## src/rtl/red_pitaya_dsp_summer.sv

```systemverilog
// rtl/red_pitaya_dsp_summer.sv - masked N-source pipelined adder tree with per-channel saturation
// Double-buffered masks, sticky saturation flags and saturating event counters on the system bus.
module red_pitaya_dsp_summer #(
    parameter int N_SRC   = 16,
    parameter int LOG_SRC = 4,
    parameter int N_OUT   = 2,
    parameter int W       = 14
) (
    input  logic                 clk_i,
    input  logic                 rstn_i,
    input  logic [N_SRC*W-1:0]   src_i,
    output logic [N_OUT*W-1:0]   dat_o,
    output logic [N_OUT-1:0]     sat_o,
    input  logic [31:0]          sys_addr,
    input  logic [31:0]          sys_wdata,
    input  logic [3:0]           sys_sel,
    input  logic                 sys_wen,
    input  logic                 sys_ren,
    output logic [31:0]          sys_rdata,
    output logic                 sys_err,
    output logic                 sys_ack
);
    localparam int NP = 2**LOG_SRC;
    localparam int WI = W + LOG_SRC;
    localparam int NN = 2*NP - 1;

    logic [N_SRC-1:0]   r_mask_sh  [N_OUT];
    logic [N_SRC-1:0]   r_mask_act [N_OUT];
    logic [N_OUT-1:0]   r_flags;
    logic [31:0]        w_cnt      [N_OUT];
    logic [WI-1:0]      r_node     [N_OUT][NN];
    logic [WI-1:0]      w_leaf     [N_OUT][NP];
    logic [N_OUT-1:0]   w_ovf;
    logic [N_OUT*W-1:0] r_dat;
    logic [N_OUT-1:0]   r_sat;
    logic [31:0]        r_rdata;
    logic               r_ack;
    logic               r_err;
    logic [7:0]         w_addr;
    logic [N_OUT-1:0]   w_hit_mask;
    logic [N_OUT-1:0]   w_hit_cnt;
    logic               w_hit_commit;
    logic               w_hit_flags;
    logic               w_mapped;
    logic [31:0]        w_rdata;
    logic               w_unused;

    assign w_addr    = sys_addr[7:0];
    assign w_unused  = ^{sys_sel, sys_addr[31:8]};
    assign dat_o     = r_dat;
    assign sat_o     = r_sat;
    assign sys_rdata = r_rdata;
    assign sys_ack   = r_ack;
    assign sys_err   = r_err;

    // Leaves of a heap-ordered tree: node n has children 2n+1 and 2n+2, leaves start at NP-1.
    always_comb begin
        for (int c = 0; c < N_OUT; c++) begin
            for (int i = 0; i < NP; i++) begin
                w_leaf[c][i] = '0;
            end
            for (int i = 0; i < N_SRC; i++) begin
                if (r_mask_act[c][i]) begin
                    w_leaf[c][i] = {{LOG_SRC{src_i[i*W+W-1]}}, src_i[i*W +: W]};
                end
            end
        end
    end

    always_ff @(posedge clk_i) begin
        if (!rstn_i) begin
            for (int c = 0; c < N_OUT; c++) begin
                for (int n = 0; n < NN; n++) begin
                    r_node[c][n] <= '0;
                end
            end
        end else begin
            for (int c = 0; c < N_OUT; c++) begin
                for (int i = 0; i < NP; i++) begin
                    r_node[c][NP-1+i] <= w_leaf[c][i];
                end
                for (int n = 0; n < NP-1; n++) begin
                    r_node[c][n] <= r_node[c][2*n+1] + r_node[c][2*n+2];
                end
            end
        end
    end

    // The root fits in W bits only when all bits above the W-bit sign agree with it.
    always_comb begin
        for (int c = 0; c < N_OUT; c++) begin
            w_ovf[c] = (r_node[c][0][WI-1:W-1] != '0) && (r_node[c][0][WI-1:W-1] != '1);
        end
    end

    always_ff @(posedge clk_i) begin
        if (!rstn_i) begin
            r_dat <= '0;
            r_sat <= '0;
        end else begin
            for (int c = 0; c < N_OUT; c++) begin
                if (w_ovf[c]) begin
                    r_dat[c*W +: W] <= r_node[c][0][WI-1] ? {1'b1, {(W-1){1'b0}}}
                                                          : {1'b0, {(W-1){1'b1}}};
                end else begin
                    r_dat[c*W +: W] <= r_node[c][0][W-1:0];
                end
                r_sat[c] <= w_ovf[c];
            end
        end
    end

    always_comb begin
        w_hit_mask   = '0;
        w_hit_cnt    = '0;
        w_hit_commit = (w_addr == 8'h40);
        w_hit_flags  = (w_addr == 8'h44);
        for (int c = 0; c < N_OUT; c++) begin
            w_hit_mask[c] = (w_addr == 8'(4*c));
            w_hit_cnt[c]  = (w_addr == 8'(128 + 4*c));
        end
        w_mapped = w_hit_commit | w_hit_flags | (|w_hit_mask) | (|w_hit_cnt);
    end

    // A simultaneous write+read returns the value the write leaves behind.
    always_comb begin
        w_rdata = '0;
        for (int c = 0; c < N_OUT; c++) begin
            if (w_hit_mask[c]) begin
                w_rdata = sys_wen ? 32'(sys_wdata[N_SRC-1:0]) : 32'(r_mask_sh[c]);
            end
            if (w_hit_cnt[c]) begin
                w_rdata = sys_wen ? 32'd0 : w_cnt[c];
            end
        end
        if (w_hit_flags) begin
            w_rdata = 32'(r_flags);
        end
    end

    always_ff @(posedge clk_i) begin
        if (!rstn_i) begin
            for (int c = 0; c < N_OUT; c++) begin
                r_mask_sh[c]  <= '0;
                r_mask_act[c] <= '0;
            end
            r_flags <= '0;
            r_rdata <= '0;
            r_ack   <= 1'b0;
            r_err   <= 1'b0;
        end else begin
            for (int c = 0; c < N_OUT; c++) begin
                if (sys_wen && w_hit_mask[c]) begin
                    r_mask_sh[c] <= sys_wdata[N_SRC-1:0];
                end
                if (sys_wen && w_hit_commit) begin
                    r_mask_act[c] <= r_mask_sh[c];
                end
            end
            r_flags <= ((sys_ren && w_hit_flags) ? '0 : r_flags) | r_sat;
            r_ack   <= sys_wen | sys_ren;
            r_err   <= (sys_wen | sys_ren) & ~w_mapped;
            r_rdata <= sys_ren ? w_rdata : '0;
        end
    end

    for (genvar c = 0; c < N_OUT; c++) begin : g_cnt
        logic [31:0] r_cnt;
        always_ff @(posedge clk_i) begin
            if (!rstn_i) begin
                r_cnt <= '0;
            end else if (sys_wen && w_hit_cnt[c]) begin
                r_cnt <= '0;
            end else if (r_sat[c] && (r_cnt != '1)) begin
                r_cnt <= r_cnt + 32'd1;
            end
        end
        assign w_cnt[c] = r_cnt;
    end

endmodule

```

## config.mk

```make
export PLATFORM = sky130hd
export DESIGN_NAME = red_pitaya_dsp_summer
export DESIGN_NICKNAME = d
export VERILOG_FILES = /design/src/rtl/red_pitaya_dsp_summer.sv
export SDC_FILE = /design/constraint.sdc
export NUM_CORES = 2
export LEC_CHECK = 0
export ABC_AREA = 1
export CAP_MARGIN = 20
export CORE_MARGIN = 5
export CORE_UTILIZATION = 30
export CTS_BUF_LIST = sky130_fd_sc_hd__clkbuf_2 sky130_fd_sc_hd__clkbuf_4 sky130_fd_sc_hd__clkbuf_8
export DETAILED_ROUTE_END_ITERATION = 16
export GPL_ROUTABILITY_DRIVEN = 0
export PLACE_DENSITY = 0.47
export SLEW_MARGIN = 20
export SYNTH_ARGS = -nofsm -noshare
export SYNTH_HDL_FRONTEND = slang
export SYNTH_SLANG_ARGS = --single-unit
```

## constraint.sdc

```tcl
create_clock -name clk_i -period 3.8 [get_ports clk_i]
set_clock_uncertainty 0.05 [all_clocks]
set_input_delay 0.76 -clock clk_i [delete_from_list [all_inputs] [get_ports clk_i]]
set_output_delay 0.76 -clock clk_i [all_outputs]
set_load 0.05 [all_outputs]
```

==> impl_metrics.py <==
metrics = {
    "run_status": {
        "outcome": "finished, final reports clean",
    },
    "floorplanning": {
        "core_um2": 195000,
        "ios": 360,
        "rows": 162,
        "die_h_um": 453,
        "dieArea_um2": 206000,
        "initial_core_util": 0.302,
        "die_w_um": 453,
    },
    "pwr": {
        "pwr-share-clk": 0.476,
        "sw_frac_of_total": 0.252,
        "p_switching_w": 0.00732,
        "seq_power_share": 0.450,
        "internal_power_w": 0.0218,
        "ir_drop_v": 0.000317,
        "p_leak_nw": 33.0,
        "comb_power_share": 0.074,
        "total_power_w": 0.0291,
        "powerDensity_nw_per_um2": 415,
    },
    "yosys": {
        "yosysSeqAreaShare": 0.412,
        "ys_types": 41,
        "avgSynthCellArea_um2": 7.10,
        "synth_area_leader_cell": "dfxtp_1",
        "synth-warning-count": 0,
        "synth_top_area_frac": 0.380,
        "syn_nets": 9092,
        "ys_ff_latch": 1182,
        "synth_cells": 8302,
        "netlist_top_cells_area": "dfxtp_1, nand2_1, ha_1, nor2_1, a21oi_1",
        "netlist_area_um2": 59000,
    },
    "cts": {
        "cts_sinks": 1182,
        "htree_levels": 4,
        "clkTransAtPathRegs_ns": 0.06,
        "max-clock-path-buffers": 3,
        "cts_made_buffers": 208,
        "cts_resized": 0,
        "cts_tree": "yes",
        "clock_latency_ns": 0.98,
        "cts-root-buf": "clkbuf_8",
        "post_cts_buffers": 0,
    },
    "worst_hold_path": {
        "hold_depth": 3,
        "hold_start": "src_i[177]",
        "min_to": "r_node[0][63]",
        "hold_class": "input pin to flip-flop",
    },
    "setup_path": {
        "r2r-start": "r_node[0][324]",
        "crit_type": "flip-flop to primary output",
        "worst-path-buf-inv": 1,
        "required_ns": 2.99,
        "rrSetupSlack_ns": 1.45,
        "cp_slowest_stage_delay_ns": 0.92,
        "cp_top_family": "buffers and inverters",
        "path_cells": "clkdlybuf4s50_1",
        "critPathLaunch": "sat_o[0]",
        "crit_slowest_cell": "clkdlybuf4s50_1",
        "end_kind": "primary output",
        "crit_fanout": 8,
        "cp_data_arrival_time_ns": 2.60,
        "r2r_cells": 10,
        "rr_endpoint": "r_node[0][466]",
        "start_kind": "flip-flop",
    },
    "global_routing": {
        "grt_first_pass_wirelength_mm": 288,
        "grtUsageTotal": 0.179,
        "antenna_found_initial": 25,
        "grt_max_degree": 132,
        "first_global_vias": 50747,
        "grt-ovfl-total": 0,
    },
    "final_layout": {
        "multi_input_area_um2": 30200,
        "register_area_um2": 24300,
        "nets": 9498,
        "nFillCells": 20863,
        "drive_above_1_share": 0.0509,
        "post-route-util": 0.359,
        "layout-area-overhead-vs-synth_pct": 18.8,
    },
    "route": {
        "wl_mm": 188,
        "first_pass_iters": 5,
        "viasPerCell": 4.58,
        "drc": 0,
        "num_vias": 52684,
        "drtAntennaViolNets": 0,
        "wire_per_inst_um": 16.4,
        "drt_iter0_markers": 3303,
    },
    "sta": {
        "finalSetupTns_ns": 0,
        "post-route-period-util": 0.897,
        "slew_headroom": 0.346,
        "period_needed_ns": 3.41,
        "hold_violations": 0,
        "rsz0062_at_grt": "false",
        "slew_viol_final": 0,
        "max_freq_mhz": 293,
        "setup_violations": 0,
        "max_slew.worst_pin.slew_ns": 0.979,
    },
    "placement": {
        "post-dp-hpwl_mm": 149,
        "port_buffers": 315,
    },
    "job": {
        "max-cap-violations": 0,
    },
}
==> final cells by class <==
type | instances | area share
Multi-Input combinational cell | 5957 | 0.431
Sequential cell | 1182 | 0.347
Clock buffer | 306 | 0.0557
Inverter | 1013 | 0.0544
Timing Repair Buffer | 346 | 0.0491
Tap cell | 2624 | 0.0469
Clock inverter | 79 | 0.0153
Antenna cell | 8 | 0.000286
==> placed cells by master, fill, tap and decap left out, drive strengths merged, types with 30 or more instances in the layout <==
cell,count
clkdlybuf4s50,313
o21ai,402
nor3,66
clkinv,41
edfxtp,64
nand3b,54
o21a,57
nand3,365
dfxtp,1118
buf,32
nor2,1429
nand4,31
xnor2,32
ha,464
a21oi,804
inv,1026
xor2,46
nand2,2103
clkbuf,306
fa,30
==> logic make-up after synthesis <==
group | after synthesis | synth area share
AOI/OAI and AO/OA | 1301 | 0.115
DFF | 1182 | 0.412
and+or+nand+nor | 4084 | 0.277
xor gates and xnor gates | 78 | 0.0116
adders and majority gates | 494 | 0.109
buffers and inverters | 1163 | 0.0757
==> sequential cells by signal, indices dropped and copies added (netlist names) <==
signal,count
r_node,988
g_cnt.r_cnt,64
r_mask_act,32
r_mask_sh,32
sys_rdata,32
dat_o,28
r_flags,2
sat_o,2
sys_ack,1
sys_err,1
==> synth_stat cells, drive strengths merged <==
cell type / number
o21a: 57
inv: 1011
nand3b: 54
nor3: 66
dfxtp: 1118
nor3b: 8
a21oi: 804
edfxtp: 64
o31ai: 1
nand3: 365
ha: 464
o211ai: 7
a21o: 1
clkinv: 2
o22ai: 1
xor2: 46
clkbuf: 126
nor2: 1429
and2: 18
xnor2: 32
o21bai: 28
buf: 24
nand2: 2103
fa: 30
o21ai: 402
nand4: 31
or2: 2
nor4: 7
nand2b: 1
==> layer usage <==
layer,global-route usage,vias to the layer above,wire length [µm]
met3,0.0296,272,9330
met2,0.288,1199,84000
li1,-,27336,-
met4,0.0486,4,4580
met5,0,-,26
met1,0.247,23873,90500
==> power groups by stage <==
stage	Clock [W]	Sequential [W]	Combinational, W
finish	0.0138	0.0131	0.00216
global route	0.0149	0.0131	0.00239
CTS	0.0143	0.0131	0.00218
detailed placement	0	0.0133	0.00216
global placement	0	0.0133	0.00217
floorplan	0	0.0134	0.00114
==> what timing repair did <==
| item | CTS | global route |
|---|---|---|
| hold buffers | 1 | 0 |
| endpoints found under the hold margin | 4 | 0 |
| endpoints found under the setup margin | 0 | 0 |
==> per-stage QoR <==
step                instance area, µm²  std cells  hold slack, ns  worst slack [ns]
floorplan                        59000       8302           0.381             0.748
global placement                 65000      11121           0.391             0.821
detailed placement               65000      11121           0.392             0.779
CTS                              70000      11507           0.150             0.294
global route                     70000      11511           0.211             0.299
finish                           70100      11515           0.289             0.391
==> worst max-delay path by stage <==
stage | end | slack [ns] | depth (start not counted)
after floorplan | r_mask_act[0][0] | 0.75 | 3
after global placement | r_mask_sh[0][20] | 0.82 | 6
after detailed placement | r_mask_sh[0][14] | 0.78 | 6
after CTS | sat_o[0] | 0.29 | 1
after global routing | sat_o[0] | 0.30 | 1
final | sat_o[0] | 0.39 | 1
Note: power is estimated with default switching activity, not from simulation.
